**src/rtl/forward_scoreboard.sv**
```systemverilog
`default_nettype none
// ============================================================================
// Module      : forward_scoreboard
// Description : Bypass-source select and load-use stall unit for the ID stage.
//               Optional stall counter enabled by FWD_STALL_CNT_EN.
// Revision    : 1.0 - initial release
// ============================================================================
module forward_scoreboard #(
    parameter int NUM_SRC = 2,
    parameter int DEPTH   = 3,
    parameter int SEL_W   = $clog2(DEPTH+1)
) (
    input  logic                     clk,
    input  logic                     rst_n,
    input  logic                     mem_ready,
    input  logic                     flush,
    input  logic                     id_valid,
    input  logic                     id_regwrite,
    input  logic                     id_is_load,
    input  logic [2:0]               id_destreg,
    input  logic [NUM_SRC-1:0]       src_valid,
    input  logic [3*NUM_SRC-1:0]     src_reg,
    output logic [SEL_W*NUM_SRC-1:0] fwd_sel,
    output logic                     stall
`ifdef FWD_STALL_CNT_EN
    ,
    output logic [15:0]              stall_count
`endif
);

    // Entry k holds the instruction currently in stage k (1 = EX).
    logic [DEPTH:1] r_valid;
    logic [DEPTH:1] r_regwrite;
    logic [DEPTH:1] r_is_load;
    logic [2:0]     r_dest [1:DEPTH];

    logic                     w_hazard;
    logic                     w_push_valid;
    logic [SEL_W*NUM_SRC-1:0] w_fwd_sel;

    // Scan oldest to youngest so the youngest matching stage overwrites.
    always_comb begin
        w_fwd_sel = '0;
        w_hazard  = 1'b0;
        for (int i = 0; i < NUM_SRC; i++) begin
            if (src_valid[i]) begin
                for (int k = DEPTH; k >= 1; k--) begin
                    if (r_valid[k] && r_regwrite[k] && (r_dest[k] == src_reg[3*i +: 3])) begin
                        w_fwd_sel[SEL_W*i +: SEL_W] = SEL_W'(k);
                    end
                end
                if (r_valid[1] && r_regwrite[1] && r_is_load[1] &&
                    (r_dest[1] == src_reg[3*i +: 3])) begin
                    w_hazard = 1'b1;
                end
            end
        end
    end

    assign fwd_sel      = w_fwd_sel;
    assign stall        = id_valid & mem_ready & ~flush & w_hazard;
    assign w_push_valid = id_valid & ~flush & ~stall;

    always_ff @(posedge clk or negedge rst_n) begin
        if (!rst_n) begin
            r_valid    <= '0;
            r_regwrite <= '0;
            r_is_load  <= '0;
            for (int k = 1; k <= DEPTH; k++) begin
                r_dest[k] <= '0;
            end
        end else if (mem_ready) begin
            for (int k = DEPTH; k >= 2; k--) begin
                r_valid[k]    <= r_valid[k-1];
                r_regwrite[k] <= r_regwrite[k-1];
                r_is_load[k]  <= r_is_load[k-1];
                r_dest[k]     <= r_dest[k-1];
            end
            r_valid[1]    <= w_push_valid;
            r_regwrite[1] <= id_regwrite;
            r_is_load[1]  <= id_is_load;
            r_dest[1]     <= id_destreg;
            // Flush also squashes the instruction moving from EX into MEM.
            if (flush) begin
                r_valid[2] <= 1'b0;
            end
        end
    end

`ifdef FWD_STALL_CNT_EN
    logic [15:0] r_stall_count;

    always_ff @(posedge clk or negedge rst_n) begin
        if (!rst_n) begin
            r_stall_count <= '0;
        end else if (stall && (r_stall_count != 16'hFFFF)) begin
            r_stall_count <= r_stall_count + 16'd1;
        end
    end

    assign stall_count = r_stall_count;
`endif

endmodule
`default_nettype wire

```
**config.mk**
```make
export PLATFORM = sky130hd
export DESIGN_NAME = forward_scoreboard
export DESIGN_NICKNAME = d
export VERILOG_FILES = /design/src/rtl/forward_scoreboard.sv
export SDC_FILE = /design/constraint.sdc
export NUM_CORES = 1
export LEC_CHECK = 0
export CAP_MARGIN = 25
export CORE_MARGIN = 2
export CORE_UTILIZATION = 42
export CTS_CLUSTER_DIAMETER = 120
export DETAILED_ROUTE_END_ITERATION = 8
export GPL_TIMING_DRIVEN = 0
export PLACE_DENSITY = 0.67
export SLEW_MARGIN = 15
export SYNTH_ARGS = -nofsm -noshare
export SYNTH_HDL_FRONTEND = slang
export SYNTH_SLANG_ARGS = --single-unit
```
**constraint.sdc**
```tcl
create_clock -name clk -period 2.2 [get_ports clk]
set_input_delay 0.22 -clock clk [delete_from_list [all_inputs] [get_ports clk]]
set_output_delay 0.22 -clock clk [all_outputs]
set_load 0.05 [all_outputs]
```
==> flow_metrics.tcl, run 1 <==
set metrics [dict create \
    outcome "completed" \
    rsz0062_at_grt "true" \
    relSlewSlack 0.5062 \
    synth_compound_area_frac 0.05640 \
    worst_pin_slew_ns 0.7383 \
    gp_congestion 0.8530 \
    synth_mux_area_frac 0.1733 \
    viasPerCell 5.282 \
    dp_hpwl_mm 1.526 \
    finalWorstSetupSlack_ns 0.04891 \
    synth_cell_type_count 23 \
    wl_mm 2.010 \
    ys.warnings.count 0 \
    place_inst 127 \
    setup_violations 0 \
    post-cts-setup-buffer-count 0 \
    stdcell_count 131 \
    min_path_type "input port to async pin" \
    synthesis.nets 97 \
    syn_inst 79 \
    clock_path_buffers 2 \
    ff2ff_path_depth 4 \
    tns_ns 0 \
    yosys.area_share.adder 0 \
    fin_area_um2 1181 \
    h-tree-depth 1 \
    dp_slack_ns -0.5407 \
    die-area_um2 2554 \
    top_usage_layer "met2" \
    cts-root-buf "clkbuf_4" \
    power_density_nw_per_um2 639.6 \
    synthesis.area_um2 909.6 \
    drv_cap 0 \
    io_pins 23 \
    cp_slowest_cell "or4_1" \
    drv_slew 0 \
    synth-simple-area-share 0.1431 \
    wl_per_cell_um 15.34 \
    post-route-min-period_ns 2.151 \
    core-area_um2 2002 \
    placementRows 16 \
    num-nets-final 123 \
    clkSinkCount 16 \
    cp-startpoint "r_dest[5]" \
    ys_ff_latch 16 \
    n_antenna_cell 0 \
    crit_fanout 4 \
    synth_xor_area_frac 0.1733 \
    initial_core_util 0.4544 \
    grt.met3_usage 0.02381 \
    critPathCapture "fwd_sel[1]" \
    end_kind "output pin" \
    start_kind "register" \
    crit_chain "xor2_1 > or4_1 > o41ai_1 > and3_1 > buf_6" \
    gr-usage-met1 0.2333 \
    worstSetupPathType "register to output pin" \
    drtAntennaViolNets 0 \
    r2r-end "r_valid[1]" \
    gr-usage-all-layers 0.1767 \
    cts_tree "yes" \
    syn_avg_cell_area_um2 11.51 \
    die_h_um 50.54 \
    placed_cell_area_um2 1154 \
    required_ns 1.98 \
    drive_gt1_frac 0.2404 \
    reg2reg_from "r_dest[6]" \
    critPathMaxStageDelay_ns 0.54 \
    synth_top_family_by_area "multiplexers" \
    grt_first_pass_wirelength_mm 3.256 \
    path_clk_slew_ns 0.10 \
    cts_made_buffers 3 \
    fin_worst_skew_ns 0.001878 \
    areaGrowthSynthToFinish_pct 29.85 \
    hold_slack_ns 0.3472 \
    insertion_delay_ns 0.30 \
    ys_seq_area_frac 0.4402 \
    irDropWorstVdd_mv 0.3454 \
    min_period_over_period 0.9778 \
    vias 692 \
    cts_hold_buf 0 \
    hold_viol 0 \
    reg2reg_slack_ns 0.83 \
    gr-usage-met2 0.2741 \
    max_freq_mhz 464.9 \
    port_buffers 21 \
    cellLeakagePower_nw 0.5004 \
    overflow 0 \
    die_width_um 50.54 \
    drt_iter0_markers 2 \
    drc_errors 0 \
    cp.arrival_ns 1.93 \
    antenna_found_initial 0 \
    grt_pass1_vias 721 \
    first_pass_iters 4 \
    grt_max_degree 17 \
]
sequential cells by signal (all words and copies together) (netlist names):
name and count:
r_valid 3, r_is_load 1, r_regwrite 3, r_dest 9
area by class of cell:
class / instances / area (um^2)
fillers: 176 / 820.8
multi-input cells: 60 / 500.5
flip-flops and latches: 16 / 400.4
repair buffers: 21 / 197.7
clock buffers: 4 / 36.28
well taps: 27 / 33.78
plain buffers: 2 / 8.758
inverters: 1 / 3.754
layout by cell type, fill, tap and decap left out, types with 3 or more instances in the layout:
cell type / netlist / layout
mux2_2: 14 / 14
nand2_1: 5 / 5
dfrtp_1: 16 / 16
clkbuf_4: 0 / 3
xor2_1: 16 / 16
clkdlybuf4s50_1: 0 / 16
buf_2: 1 / 4
power breakdown:
group | total, mW | switching [mW] | internal [mW]
clock | 0.206 | 0.105 | 0.101
combinational | 0.173 | 0.0777 | 0.0948
sequential | 0.377 | 0.0444 | 0.333
worst min-delay path by stage:
stage	start	end	slack, ns	cells after the start
after global placement	r_is_load[1]	r_is_load[1]	0.49	1
after floorplan	rst_n	r_dest[0]	-0.08	0
after CTS	rst_n	r_valid[2]	0.37	1
after global routing	rst_n	r_regwrite[1]	0.41	1
after detailed placement	r_regwrite[3]	r_regwrite[3]	0.53	1
final	rst_n	r_regwrite[1]	0.35	1
metrics by stage:
| stage | util | power (mW) |
|---|---|---|
| 2_1_floorplan | - | 0.4778 |
| 3_3_place_gp | 0.5763 | 0.5438 |
| 3_5_place_dp | 0.5763 | 0.5540 |
| 4_1_cts | 0.5906 | 0.7548 |
| 5_1_grt | 0.5900 | 0.7962 |
| 6_report | 0.5900 | 0.7554 |
worst max-delay path, delay by kind of cell, from the launching register on:
kind                      cells  cell delay [ns]
AOI/OAI and AO/OA             1             0.09
xor gates and xnor gates      1             0.19
buffers and inverters         1             0.16
DFF                           1             0.44
and+or+nand+nor               2             0.76
kinds of logic (layout without fill, tap and decap cells):
| logic type | after synthesis | in the layout |
|---|---|---|
| flip-flops | 16 | 16 |
| XOR/XNOR | 18 | 18 |
| buffers and inverters | 3 | 28 |
| AND/OR/NAND/NOR | 21 | 21 |
| AO/OA/AOI/OAI | 7 | 7 |
| multiplexers | 14 | 14 |
Yosys cell counts:
library cell	instances	area (um^2)
nand2_1	5	18.77
nand2b_1	1	6.260
nand3b_1	1	7.510
and3b_1	1	8.760
a21boi_0	2	15.01
mux2_2	14	157.7
dfrtp_1	16	400.4
o21a_1	1	7.510
xnor2_1	2	17.52
buf_2	1	5.000
nand4_1	2	12.51
and4_1	1	8.760
inv_1	1	3.750
clkbuf_1	1	3.750
xor2_1	16	140.1
or4_1	2	15.01
nor4_1	2	12.51
a21oi_1	1	5.000
and3_1	2	12.51
o22ai_1	1	6.260
nor4bb_1	2	20.02
nor2_1	2	7.510
o41ai_1	2	17.52
timing repair:
| action | in CTS | in global routing |
|---|---|---|
| endpoints found under the setup margin | 5 | 4 |
| pin swaps | 0 | 1 |
| gates resized for setup | 23 | 7 |
routing by layer:
metal  wire (um)  vias up
met5           0        -
met4          74        0
met3          77        9
met2         968       21
met1         889      329
li1            -      333
Power figures use the tool's default switching activity.
==> run 2: changes to the inputs <==
SETUP_SLACK_MARGIN = 0.15   (was not set)
SKIP_CTS_REPAIR_TIMING = 1   (was not set)
==> run 2 against run 1 <==
  * Highest routed layer unchanged
  * Sequential share of layout area decreased by 0.91 points
  * Sequential power about the same
  * Critical path depth increased by 1
  * First-iteration DRC count increased to 2.5 times the previous value
==> flow_metrics.tcl, run 2 (same netlist as run 1, synthesis figures left out) <==
set metrics [dict create \
    outcome "completed" \
    grt_first_pass_wirelength_mm 3.256 \
    gr-usage-all-layers 0.1767 \
    io_pins 23 \
    setup_violations 0 \
    die_width_um 50.54 \
    finalWorstSetupSlack_ns 0.1016 \
    end_kind "output pin" \
    drtAntennaViolNets 0 \
    hold_slack_ns 0.3517 \
    min_path_type "input port to async pin" \
    wl_per_cell_um 15.74 \
    drc_errors 0 \
    drv_slew 0 \
    stdcell_count 131 \
    fin_worst_skew_ns 0.002686 \
    crit_fanout 3 \
    crit_chain "clkdlybuf4s50_1 > xor2_1 > or4_4 > o41ai_2 > and3_1 > buf_6" \
    total_power_mw 0.7644 \
    drt_iter0_markers 5 \
    drv_cap 0 \
    dp_hpwl_mm 1.526 \
    dp_slack_ns -0.5407 \
    grt_pass1_vias 721 \
    cp_slowest_cell "or4_4" \
    antenna_found_initial 0 \
    viasPerCell 5.359 \
    path_clk_slew_ns 0.10 \
    hold_viol 0 \
    start_kind "input port" \
    rsz0062_at_grt "true" \
    die-area_um2 2554 \
    clkSinkCount 16 \
    n_antenna_cell 0 \
    fin_util 0.6063 \
    worst_pin_slew_ns 0.7467 \
    required_ns 1.98 \
    drive_gt1_frac 0.2788 \
    top_register "r_dest" \
    reg_top3 "r_dest (9), r_regwrite (3), r_valid (3)" \
    wl_mm 2.062 \
    worstSetupPathType "input port to output pin" \
    fillers 170 \
    insertion_delay_ns 0.30 \
    irDropWorstVdd_mv 0.3432 \
    cts-root-buf "clkbuf_4" \
    cellLeakagePower_nw 0.5127 \
    initial_core_util 0.4544 \
    power_density_nw_per_um2 629.8 \
    areaGrowthSynthToFinish_pct 33.42 \
    gp_congestion 0.8530 \
    num-nets-final 123 \
    grt_max_degree 17 \
    largest_register_ffs 9 \
    clock_path_buffers 2 \
    max_freq_mhz 476.6 \
    die_h_um 50.54 \
    h-tree-depth 1 \
    first_pass_iters 4 \
    post-route-min-period_ns 2.098 \
    final_cell_mix "xor2_1, clkdlybuf4s50_1, dfrtp_1, mux2_2" \
    critPathMaxStageDelay_ns 0.54 \
    vias 702 \
    placementRows 16 \
    place_inst 127 \
    relSlewSlack 0.5006 \
    overflow 0 \
    port_buffers 21 \
    cts_tree "yes" \
    min_period_over_period 0.9538 \
    cts_made_buffers 3 \
    cp.arrival_ns 1.88 \
    core-area_um2 2002 \
]
==> run 2: cell types whose count changed in the layout (fill, tap and decap cells not counted), sizes merged <==
| cell | before | now |
|---|---|---|
| buf | 6 | 4 |
| clkbuf | 5 | 7 |
==> run 2: worst paths after layout <==
kind | startpoint | to | slack (ns) | cells after the start
max | src_reg[4] | fwd_sel[3] | 0.10 | 6
min | rst_n | r_regwrite[1] | 0.35 | 1
max reg2reg | r_dest[6] | r_valid[1] | 0.88 | 4
min reg2reg | r_valid[3] | r_valid[3] | 0.55 | 1
max in group asynchronous | rst_n | r_dest[2] | 1.38 | 1
min in group clk | mem_ready | r_dest[0] | 0.46 | 2
==> run 2: power breakdown <==
part	internal [mW]	switching [mW]	total (mW)
Sequential	0.333	0.0453	0.378
Clock	0.101	0.103	0.204
Combinational	0.0972	0.0848	0.182
==> run 2: layout make-up <==
cell class | instances | area (um^2) | share of cell area
plain buffers | 2 | 8.758 | 0.007217
clock buffers | 4 | 36.28 | 0.02990
inverters | 1 | 3.754 | 0.003093
multi-input cells | 60 | 525.5 | 0.4330
flip-flops and latches | 16 | 400.4 | 0.3299
well taps | 27 | 33.78 | 0.02784
repair buffers | 21 | 205.2 | 0.1691
==> run 2: per-layer routing <==
layer | track usage | vias up | part of all wire
li1 | - | 336 | -
met5 | 0 | - | 0
met1 | 0.2333 | 336 | 0.45
met3 | 0.02381 | 9 | 0.030
met4 | 0.1081 | 0 | 0.035
met2 | 0.2741 | 21 | 0.48
==> run 2: metrics by stage <==
stage | instance area [um^2] | setup TNS [ns]
after floorplan | 909.6 | 0
after global placement | 1154 | -2.042
after detailed placement | 1154 | -2.128
after CTS | 1190 | -2.223
after global routing | 1214 | 0
final | 1214 | 0
==> run 2: worst max-delay path: cells and delay by family <==
family                 cells  cell delay [ns]
AND/OR/NAND/NOR            2             0.74
buffers and inverters      2             0.65
XOR/XNOR                   1             0.20
AO/OA/AOI/OAI              1             0.06
